File: src/rtl/dat_mem_ctrl_pkg.sv
// rtl/dat_mem_ctrl_pkg.sv - shared types and constants for the data-memory DMA controller
// Provides the controller state enum, default address/data widths and the
// starve-counter width used by the grant arbiter.
package dat_mem_ctrl_pkg;

    localparam int AW_DEF = 8;
    localparam int DW_DEF = 8;
    localparam int SW     = 4;

    typedef enum logic [1:0] {
        IDLE = 2'd0,
        RD   = 2'd1,
        WR   = 2'd2,
        DONE = 2'd3
    } state_t;

endpackage

File: src/rtl/dat_mem_grant.sv
// rtl/dat_mem_grant.sv - CPU/DMA arbiter for the single-port data memory
// Ports:
//   clk, reset   - clock, synchronous active-high reset
//   dma_active   - copy engine wants the memory this cycle (RD/WR)
//   cpu_req      - CPU wants the memory this cycle
//   dma_gnt      - copy engine owns the memory this cycle
//   cpu_stall    - CPU request denied this cycle
module dat_mem_grant
    import dat_mem_ctrl_pkg::*;
#(
    parameter int STARVE_LIM = 8
) (
    input  logic clk,
    input  logic reset,
    input  logic dma_active,
    input  logic cpu_req,
    output logic dma_gnt,
    output logic cpu_stall
);

    logic [SW-1:0] starve_cnt;
    logic          starved;

    // CPU normally wins; after STARVE_LIM consecutive losses the DMA takes one cycle.
    assign starved   = (starve_cnt == SW'(STARVE_LIM));
    assign dma_gnt   = dma_active & (~cpu_req | starved);
    assign cpu_stall = dma_active & cpu_req & starved;

    always_ff @(posedge clk) begin
        if (reset) begin
            starve_cnt <= '0;
        end else if (dma_gnt) begin
            starve_cnt <= '0;
        end else if (dma_active && cpu_req) begin
            starve_cnt <= starve_cnt + SW'(1);
        end
    end

endmodule

File: src/rtl/dat_mem_dma_ctrl.sv
// rtl/dat_mem_dma_ctrl.sv - data-memory scheduler sharing the memory between CPU and a block-copy engine
// Ports:
//   clk, reset                        - clock, synchronous active-high reset
//   start, src_addr, dst_addr, len    - copy launch (sampled in IDLE only)
//   busy, done                        - copy in progress / one-cycle completion pulse
//   cpu_req, cpu_wr, cpu_addr,
//   cpu_wdata, cpu_memToReg           - CPU load/store path
//   cpu_stall                         - CPU denied this cycle
//   mem_addr, mem_wr_en, mem_din,
//   mem_memToReg, mem_dout            - memory interface (combinational read, clocked write)
module dat_mem_dma_ctrl
    import dat_mem_ctrl_pkg::*;
#(
    parameter int AW         = AW_DEF,
    parameter int DW         = DW_DEF,
    parameter int STARVE_LIM = 8
) (
    input  logic          clk,
    input  logic          reset,
    input  logic          start,
    input  logic [AW-1:0] src_addr,
    input  logic [AW-1:0] dst_addr,
    input  logic [AW-1:0] len,
    output logic          busy,
    output logic          done,
    input  logic          cpu_req,
    input  logic          cpu_wr,
    input  logic [AW-1:0] cpu_addr,
    input  logic [DW-1:0] cpu_wdata,
    input  logic          cpu_memToReg,
    output logic          cpu_stall,
    output logic [AW-1:0] mem_addr,
    output logic          mem_wr_en,
    output logic [DW-1:0] mem_din,
    output logic          mem_memToReg,
    input  logic [DW-1:0] mem_dout
);

    state_t        state, state_nxt;
    logic [AW-1:0] src_q, dst_q, off_q, rem_q;
    logic [DW-1:0] hold_q;
    logic          dma_active, dma_gnt;

    assign busy = (state == RD) || (state == WR);
    assign done = (state == DONE);

    // A reset cycle must not let an in-flight WR reach the memory.
    assign dma_active = busy & ~reset;

    dat_mem_grant #(
        .STARVE_LIM(STARVE_LIM)
    ) u_grant (
        .clk       (clk),
        .reset     (reset),
        .dma_active(dma_active),
        .cpu_req   (cpu_req),
        .dma_gnt   (dma_gnt),
        .cpu_stall (cpu_stall)
    );

    always_comb begin
        state_nxt    = state;
        mem_addr     = cpu_addr;
        mem_din      = cpu_wdata;
        mem_wr_en    = cpu_req & cpu_wr;
        mem_memToReg = cpu_memToReg;
        case (state)
            IDLE: begin
                if (start) begin
                    state_nxt = (len != '0) ? RD : DONE;
                end
            end
            RD: begin
                if (dma_gnt) begin
                    mem_addr     = src_q + off_q;
                    mem_wr_en    = 1'b0;
                    mem_memToReg = 1'b1;
                    state_nxt    = WR;
                end
            end
            WR: begin
                if (dma_gnt) begin
                    mem_addr     = dst_q + off_q;
                    mem_din      = hold_q;
                    mem_wr_en    = 1'b1;
                    mem_memToReg = 1'b0;
                    state_nxt    = (rem_q == AW'(1)) ? DONE : RD;
                end
            end
            DONE: begin
                state_nxt = IDLE;
            end
            default: begin
                state_nxt = IDLE;
            end
        endcase
    end

    always_ff @(posedge clk) begin
        if (reset) begin
            state  <= IDLE;
            src_q  <= '0;
            dst_q  <= '0;
            off_q  <= '0;
            rem_q  <= '0;
            hold_q <= '0;
        end else begin
            state <= state_nxt;
            if (state == IDLE && start && len != '0) begin
                src_q <= src_addr;
                dst_q <= dst_addr;
                rem_q <= len;
                off_q <= '0;
            end
            if (state == RD && dma_gnt) begin
                hold_q <= mem_dout;
            end
            if (state == WR && dma_gnt) begin
                off_q <= off_q + AW'(1);
                rem_q <= rem_q - AW'(1);
            end
        end
    end

endmodule

File: config.mk
export PLATFORM = sky130hd
export DESIGN_NAME = dat_mem_dma_ctrl
export DESIGN_NICKNAME = d
export VERILOG_FILES = /design/src/rtl/dat_mem_ctrl_pkg.sv /design/src/rtl/dat_mem_grant.sv /design/src/rtl/dat_mem_dma_ctrl.sv
export SDC_FILE = /design/constraint.sdc
export NUM_CORES = 1
export LEC_CHECK = 0
export ABC_CLOCK_PERIOD_IN_PS = 2600
export CORE_MARGIN = 5
export CORE_UTILIZATION = 50
export DETAILED_ROUTE_END_ITERATION = 8
export PLACE_DENSITY = 0.81
export SLEW_MARGIN = 20
export SYNTH_ARGS = -nofsm -noshare
export SYNTH_HDL_FRONTEND = slang
export SYNTH_SLANG_ARGS = --single-unit
File: constraint.sdc
create_clock -name clk -period 2.6 [get_ports clk]
set_input_delay 0.39 -clock clk [delete_from_list [all_inputs] [get_ports clk]]
set_output_delay 0.39 -clock clk [all_outputs]
set_load 0.01 [all_outputs]
; Word level (Yosys, flattened, before mapping)
; Index checks and enable logic that the tools add are counted.
[word_totals]
ff_bits = 46
[op_classes]
add_sub_neg = 5
eq_ne = 8
muxes = 21
bitwise_logic = 8
reduce_logical = 11
[ops]
columns = operator, count
row1 = $mux 8, 8
row2 = $add 8x8->8, 2
row3 = $pmux 8 s2, 1
row4 = $mux 2, 5
row5 = $add 8x1->8 const B, 1
row6 = $eq 8x1->1 const B, 1
row7 = $pmux 2 s4, 1
row8 = $reduce_bool 8->1, 1
row9 = $sub 8x1->8 const B, 1
row10 = $ne 2x2->1 const B, 3
row11 = $and 1x1->1, 5
row12 = $logic_and 1x1->1, 5
row13 = $add 4x1->4 const B, 1
row14 = $eq 2x2->1 const B, 2
row15 = $eq 4x4->1 const B, 1
row16 = $mux 1, 4
row17 = $pmux 1 s2, 2
row18 = $reduce_and 3->1, 1
row19 = $eq 2x1->1 const B, 1
row20 = $logic_not 2->1, 1
row21 = $not 1->1, 2
row22 = $reduce_bool 2->1, 1
row23 = $reduce_or 2->1, 1
row24 = $logic_or 1x1->1, 1
row25 = $or 1x1->1, 1

; Logic depth before layout (Yosys ltp)
; Gate-level depths: netlist of the first run.
[logic_depth]
word_depth = 6
depth_mapped = 10

; By module
; A second synthesis of the first run with hierarchy kept.
[hier_totals]
hier_cells = 402
hier_area_um2 = 3060.4
[by_module_without_submodules]
columns = mod, instances, cells_per_inst, area_per_inst_um2, seq_area_each_um2
row1 = dat_mem_dma_ctrl, 1, 373, 2829.0, 840.8
row2 = dat_mem_grant, 1, 29, 231.5, 80.1

; Worst setup path before layout of the first run
; Ideal clock, no wire load.
[synth_path]
path_kind = flip-flop to output port
from = reg state[0]
to = out mem_addr[0]
arrival_ps = 1946
required_ps = 2210
slack_ps = 264
stages_incl_launch_ff = 9
cell_sequence = dfxtp_1 -> inv_1 -> ha_1 -> nand2b_1 -> a21oi_1 -> buf_2 -> o21ai_1 -> a222oi_1 -> inv_1
[synth_between]
elab_chain_len = 6
word_cells_on_any_way = 8
classes_between = eq/ne: 2 / mux: 3 / bitwise: 2 / reduce/logical: 1
[synth_lines]
columns = element, line_no
row1 = start: declaration, dat_mem_dma_ctrl.sv:39  ; state_t state, state_nxt;
row2 = start signal: assignment, dat_mem_dma_ctrl.sv:108  ; state <= state_nxt;
row3 = $eq 2x1->1 or $eq 2x2->1 (tied branches), dat_mem_dma_ctrl.sv:44  ; assign busy = (state == RD) || (state == WR);
row4 = $logic_or 1x1->1 *, dat_mem_dma_ctrl.sv:44
row5 = via busy, dat_mem_dma_ctrl.sv:24  ; output logic busy,
row6 = $and 1x1->1 *, dat_mem_dma_ctrl.sv:48  ; assign dma_active = busy & ~reset;
row7 = $and 1x1->1 *, dat_mem_grant.sv:26  ; assign dma_gnt = dma_active & (~cpu_req | starved);
row8 = "$mux 8, on equally long branches", "dat_mem_dma_ctrl.sv:82, dat_mem_dma_ctrl.sv:74"
row9 = $pmux 8 s2 *, dat_mem_dma_ctrl.sv:67  ; case (state)
row10 = end: declaration, dat_mem_dma_ctrl.sv:32  ; output logic [AW-1:0] mem_addr,
; The timed path passes the listed nets; every way through them passes the cells marked *.

; Worst setup path after layout of the first run
[layout_path]
from = reg off_q[0]
to = out mem_addr[6]
[layout_between]
elab_chain_len = 3
word_cells_on_any_way = 5
classes_between = add/sub: 2 / mux: 3
[layout_lines]
columns = element, line_no
row1 = start: declaration, dat_mem_dma_ctrl.sv:40  ; logic [AW-1:0] src_q, dst_q, off_q, rem_q;
row2 = start signal: assignment, dat_mem_dma_ctrl.sv:119  ; off_q <= off_q + AW'(1);
row3 = "$add 8x8->8, on equally long branches", "dat_mem_dma_ctrl.sv:83, dat_mem_dma_ctrl.sv:75"
row4 = "$mux 8, on equally long branches", "dat_mem_dma_ctrl.sv:82, dat_mem_dma_ctrl.sv:74"
row5 = $pmux 8 s2 *, dat_mem_dma_ctrl.sv:67
; Every way passes the cells marked *; elsewhere a longest branch is shown, timed or not.

==> load_flow_metrics.sql, run 1 <==
INSERT INTO impl_metrics (metric_group, metric, value, unit) VALUES
('sta', 'fin_skew', '0.008076', 'ns'),
('yosys', 'netlist_area', '0.002942', 'mm^2'),
('route', 'post_drt_via_cell_ratio', '5.515', ''),
('floorplanning', 'die-area', '0.007517', 'mm^2'),
('route', 'remaining_drc_errors', '0', ''),
('route', 'drt_wl_total', '8717', 'um'),
('floorplanning', 'start_util', '50.58', '%'),
('yosys', 'synth_top_family_by_area', 'compound AO/OA/AOI/OAI gates', ''),
('place', 'postPlaceCellArea', '0.004016', 'mm^2'),
('yosys', 'yosysWarnings', '0', ''),
('route', 'firstDrtPassIters', '4', ''),
('critical_path', 'crit_fanout', '3', ''),
('critical_path', 'critPathKind', 'reg2out', ''),
('sta', 'grt_setup_unrepaired', 'yes', ''),
('sta', 'maxSlewHeadroom', '66.72', '%'),
('yosys', 'synthesized_area_fraction_occupied_by_ao_oa_aoi_and_oai_cells', '24.50', '%'),
('cells_and_area', 'area_of_all_placed_cells_without_fillers', '0.004293', 'mm^2'),
('place', 'globalplace.congestion', '0.9545', ''),
('cts', 'worst_skew_pair.late_latency', '0.30', 'ns'),
('cts', 'h-tree-depth', '2', ''),
('route', 'via_count', '3171', ''),
('cells_and_area', 'final_cell_mix', '91 x nand2_1, 56 x clkdlybuf4s50_1, 47 x a21oi_1, 45 x buf_4, 38 x dfxtp_1', ''),
('cells_and_area', 'final.fill_count', '454', ''),
('power', 'p_leak', '1.776', 'nW'),
('grt', 'grt_start_max_net_pins', '48', ''),
('power', 'vdd.ir_drop.worst', '0.4315', 'mV'),
('yosys', 'synth_seq_area_share', '31.31', '%'),
('sta', 'slew_viol_final', '0', ''),
('sta', 'setup_viol', '1', ''),
('sta', 'final.period_utilization', '101.6', '%'),
('sta', 'final.setup.worst_slack', '-0.04132', 'ns'),
('cells_and_area', 'antenna-diode-count', '0', ''),
('grt', 'grt_antenna_before_repair', '0', ''),
('yosys', 'postSynthAreaPerCell', '7.562', 'um^2'),
('yosys', 'synth_edf_count', '0', ''),
('yosys', 'post_synth_xor_area_fraction', '3.871', '%'),
('route', 'post_drt_wl_per_cell', '15.16', 'um'),
('cts', 'clock-sinks', '46', ''),
('place', 'io_buffer_count', '74', ''),
('cts', 'clkTransAtPathRegs', '0.09', 'ns'),
('place', 'post-dp-hpwl', '6388', 'um'),
('power', 'power_density', '631.5', 'mW/mm^2'),
('place', 'dpl.cell_count', '563', ''),
('sta', 'actual_slew_at_the_worst_max_slew_pin', '0.4993', 'ns'),
('sta', 'timing.fmax', '378.6', 'MHz'),
('critical_path', 'worst_setup_path_end_kind', 'primary output', ''),
('cells_and_area', 'nets', '579', ''),
('yosys', 'synth_area_leader_cell', 'dfxtp_1', ''),
('yosys', 'syn_nets', '469', ''),
('floorplanning', 'top_level_ports', '75', ''),
('status', 'run_status', 'complete, but fails checks', ''),
('yosys', 'asyncSetResetFlopFracSynth', '0', '%'),
('cells_and_area', 'layout.cells.most_common', 'nand2_1', ''),
('grt', 'grt_first_pass_wirelength', '13730', 'um'),
('route', 'postRouteAntennaNets', '0', ''),
('grt', 'number_of_global_route_vias_before_repair', '2980', ''),
('yosys', 'synth_cell_types', '48', ''),
('cells_and_area', 'final_cells', '575', ''),
('grt', 'groute.usage.overall', '22.61', '%'),
('critical_path', 'cp-start-kind', 'flip-flop', ''),
('grt', 'gr-total-overflow', '0', ''),
('yosys', 'synth.top_cell.area_share', '31.31', '%'),
('yosys', 'synthCells', '389', ''),
('floorplanning', 'design.core.area', '0.005816', 'mm^2'),
('critical_path', 'timing.critical_path.required', '2.21', 'ns'),
('floorplanning', 'die_x_extent', '86.70', 'um'),
('cts', 'cts_inserted_buffers', '5', ''),
('critical_path', 'crit_arrival', '2.25', 'ns'),
('cts', 'tritoncts', 'done', ''),
('status', 'failed_checks', 'negative setup slack', ''),
('yosys', 'number_of_storage_elements_in_the_synthesis_netlist', '46', '');
[cells in the mapped netlist (2+ instances only)]
cell type / number
a211oi_1: 14
inv_1: 11
nand2_1: 91
or4_4: 2
o211ai_1: 3
nor4_1: 4
nor3_1: 10
ha_1: 24
or3_1: 2
a222oi_1: 2
buf_4: 3
and3_1: 2
fa_1: 2
a221o_1: 2
nor2_1: 23
dfxtp_1: 46
a31oi_1: 5
mux2i_1: 2
o21bai_1: 3
xnor2_1: 9
a2bb2oi_1: 3
clkbuf_1: 10
nand3_1: 10
xor2_1: 4
nand2b_1: 3
a21oi_1: 51
a21o_1: 7
buf_2: 6
o21ai_0: 16
[worst max-delay path: stages, from the launching register on]
cell and delay, ns:
dfxtp_2 0.35, ha_4 0.16, fa_2 0.38, a211oi_2 0.26
o21bai_1 0.10, a21oi_2 0.16, xnor2_1 0.08, a221o_1 0.31
buf_2 0.15
[cell families (layout without fill, tap and decap cells)]
group | Yosys count | after routing
buf+inv | 31 | 142
fa+ha+maj | 26 | 26
mux | 2 | 2
xor+xnor | 13 | 13
simple gates | 155 | 155
flops | 46 | 46
compound gates | 116 | 116
[registers in the layout (all words and copies together) (netlist names)]
name and count:
rem_q 8, hold_q 8, dst_q 8, state 2
u_grant.starve_cnt 4, off_q 8, src_q 8
[power by group]
group	switching, mW	total, mW	leakage [nW]	internal, mW
Sequential	0.0867	0.891	0.379	0.804
Combinational	0.709	1.33	1.34	0.624
Clock	0.243	0.486	0.0544	0.244
Total	1.04	2.71	1.78	1.67
[routing by layer]
metal / GRT usage (%) / up-vias / part of all wire (%)
li1: - / 1590 / -
met1: 28.45 / 1486 / 43
met2: 39.43 / 88 / 50
met5: 0 / - / 0
met3: 4.278 / 7 / 6.5
met4: 6.091 / 0 / 0.73
[through the flow]
stage	setup TNS (ns)	power [mW]	hold WS, ns
detailed placement	-2.732	2.187	0.4467
global route	-0.3097	2.887	0.4863
global placement	-1.892	2.156	0.4428
floorplan	0	1.629	0.4366
finish	-0.04132	2.711	0.4643
CTS	-0.1131	2.641	0.4634
[path summary, 6_finish.rpt]
path | start | end | slack (ns) | cells after the start
max | off_q[0] | mem_addr[6] | -0.04 | 8
min | hold_q[1] | hold_q[1] | 0.46 | 2
max reg2reg | state[0] | off_q[5] | 0.27 | 9
min reg2reg | hold_q[1] | hold_q[1] | 0.46 | 2
[final cells by class]
cell class / instances / share of cell area, %
multi-input combinational: 312 / 47.30
timing repair buffer: 122 / 25.27
sequential: 46 / 21.74
clock buffer: 7 / 2.244
tap: 75 / 2.186
inverter: 12 / 1.049
clock inverter: 1 / 0.2040
[repair_timing]
item | 4_1_cts | 5_1_grt
hold buffers | 0 | 0
endpoints found under the setup margin | 17 | 15
pin swaps | 7 | 14
gates resized for setup | 52 | 20
setup buffers | 1 | 3
Power figures use the tool's default switching activity.
==> run 2, diff against run 1 <==
Settings changed: RECOVER_POWER set to 50.
==> load_flow_metrics.sql, run 2 (synthesis results as in run 1) <==
INSERT INTO impl_metrics (metric_group, metric, value, unit) VALUES
('route', 'drt_initial_violations', '232', ''),
('sta', 'maxSlewHeadroom', '36.82', '%'),
('cells_and_area', 'final_cell_mix', '91 x nand2_1, 54 x clkdlybuf4s50_1, 47 x a21oi_1, 41 x buf_4, 38 x dfxtp_1', ''),
('grt', 'gr-total-overflow', '0', ''),
('cells_and_area', 'final_util', '73.24', '%'),
('route', 'post_drt_via_cell_ratio', '5.508', ''),
('sta', 'timing.fmax', '378.3', 'MHz'),
('place', 'globalplace.congestion', '0.9545', ''),
('critical_path', 'cells_along_the_critical_path', 'ha_4 > fa_2 > a211oi_2 > o21bai_1 > a21oi_2 > xnor2_1 > a221o_1 > buf_2', ''),
('sta', 'final.min_clock_period', '2.643', 'ns'),
('floorplanning', 'design.core.area', '0.005816', 'mm^2'),
('critical_path', 'timing.critical_path.required', '2.21', 'ns'),
('power', 'vdd.ir_drop.worst', '0.4236', 'mV'),
('critical_path', 'crit_arrival', '2.25', 'ns'),
('cells_and_area', 'layout.cells.most_common', 'nand2_1', ''),
('place', 'io_buffer_count', '74', ''),
('cts', 'tritoncts', 'done', ''),
('grt', 'number_of_global_route_vias_before_repair', '2980', ''),
('sta', 'final.period_utilization', '101.7', '%'),
('critical_path', 'critPathKind', 'reg2out', ''),
('floorplanning', 'start_util', '50.58', '%'),
('critical_path', 'worst_setup_path_end_kind', 'primary output', ''),
('place', 'dpl.cell_count', '563', ''),
('cells_and_area', 'final_cells', '575', ''),
('grt', 'grt_start_max_net_pins', '48', ''),
('floorplanning', 'die_x_extent', '86.70', 'um'),
('sta', 'slew_viol_final', '0', ''),
('cells_and_area', 'final_layout_size_suffix_gt1_share', '19.00', '%'),
('power', 'p_leak', '1.761', 'nW'),
('cts', 'clockRootBuffer', 'clkbuf_8', ''),
('cts', 'hold_buffers', '0', ''),
('route', 'firstDrtPassIters', '4', ''),
('route', 'via_count', '3167', ''),
('cts', 'clock-sinks', '46', ''),
('route', 'remaining_drc_errors', '0', ''),
('status', 'run_status', 'complete, but fails checks', ''),
('sta', 'grt_setup_unrepaired', 'yes', ''),
('cts', 'worst_skew_pair.late_latency', '0.30', 'ns'),
('cells_and_area', 'areaGrowthSynthToFinish', '44.79', '%'),
('critical_path', 'cp-start-kind', 'flip-flop', ''),
('flow_run', 'number_of_max_cap_violations', '0', ''),
('floorplanning', 'core.rowCount', '28', ''),
('sta', 'setup_viol', '2', ''),
('floorplanning', 'top_level_ports', '75', ''),
('power', 'power_density', '621.9', 'mW/mm^2'),
('sta', 'fin_setup_tns', '-0.05371', 'ns'),
('grt', 'groute.usage.overall', '22.61', '%'),
('critical_path', 'crit_fanout', '3', ''),
('sta', 'final_hold_viol_count', '0', ''),
('cts', 'max-clock-path-buffers', '2', ''),
('route', 'postRouteAntennaNets', '0', ''),
('critical_path', 'critPathMaxStageDelay', '0.38', 'ns'),
('worst_hold_path', 'worstHoldPathType', 'reg2reg', ''),
('cells_and_area', 'nets', '579', ''),
('cts', 'h-tree-depth', '2', ''),
('route', 'post_drt_wl_per_cell', '15.10', 'um'),
('grt', 'grt_antenna_before_repair', '0', ''),
('sta', 'actual_slew_at_the_worst_max_slew_pin', '0.9477', 'ns'),
('grt', 'grt_first_pass_wirelength', '13730', 'um'),
('cts', 'cts_inserted_buffers', '5', ''),
('sta', 'final.setup.worst_slack', '-0.04342', 'ns'),
('floorplanning', 'die-area', '0.007517', 'mm^2'),
('critical_path', 'critPathSlowestCell', 'fa_2', ''),
('floorplanning', 'die-height', '86.70', 'um'),
('status', 'failed_checks', 'negative setup slack', ''),
('route', 'drt_wl_total', '8683', 'um'),
('place', 'post-dp-hpwl', '6388', 'um'),
('cts', 'clkTransAtPathRegs', '0.08', 'ns'),
('sta', 'fin_skew', '0.005118', 'ns'),
('cells_and_area', 'antenna-diode-count', '0', '');
-- run 2: final timing paths --
path / end / cells after the start / slack [ns] / startpoint
min reg2reg: hold_q[1] / 2 / 0.46 / hold_q[1]
max: mem_addr[6] / 8 / -0.04 / off_q[0]
max reg2reg: off_q[5] / 9 / 0.18 / state[1]
min: hold_q[1] / 2 / 0.46 / hold_q[1]
-- run 2: critical path, delay by kind of cell, from the launching register on --
family          cells  cell delay [ns]
fa+ha+maj           2             0.54
flops               1             0.35
buf+inv             1             0.15
compound gates      4             0.83
xor+xnor            1             0.08
-- run 2: cell type report --
type	count	area, um^2
Clock inverter	1	8.758
Fill cell	464	1556
Sequential cell	46	933.4
Clock buffer	7	96.34
Tap cell	75	93.84
Timing Repair Buffer	122	1071
Inverter	12	45.04
Multi-Input combinational cell	312	2011
-- run 2: what timing repair did --
item | in CTS | in global routing
endpoints found under the hold margin | 0 | 0
setup buffers | 1 | 3
setup endpoints to repair | 17 | 15
resized for setup | 52 | 20
pin swaps | 7 | 14
-- run 2: power by group --
part | total [mW] | switching [mW] | internal [mW]
Clock | 0.486 | 0.242 | 0.244
Sequential | 0.888 | 0.0845 | 0.804
Combinational | 1.27 | 0.693 | 0.581
-- run 2: routing by layer --
metal | share of wire [%] | GRT usage (%) | routed length, um | vias up
li1 | - | - | - | 1590
met1 | 43 | 28.45 | 3722 | 1464
met2 | 49 | 39.43 | 4284 | 102
met3 | 6.6 | 4.278 | 577 | 11
met4 | 1.1 | 6.091 | 99 | 0
met5 | 0 | 0 | 0 | -
-- run 2: per-stage QoR --
stage / total power [mW] / hold WS [ns] / instance area (um^2) / setup WS [ns]
after floorplan: 1.629 / 0.4366 / 2942 / 0.2641
after global placement: 2.156 / 0.4428 / 4016 / -0.1995
after detailed placement: 2.187 / 0.4467 / 4016 / -0.2448
after CTS: 2.641 / 0.4634 / 4202 / -0.1131
after global routing: 2.826 / 0.4863 / 4259 / -0.1408
final: 2.649 / 0.4630 / 4259 / -0.04342
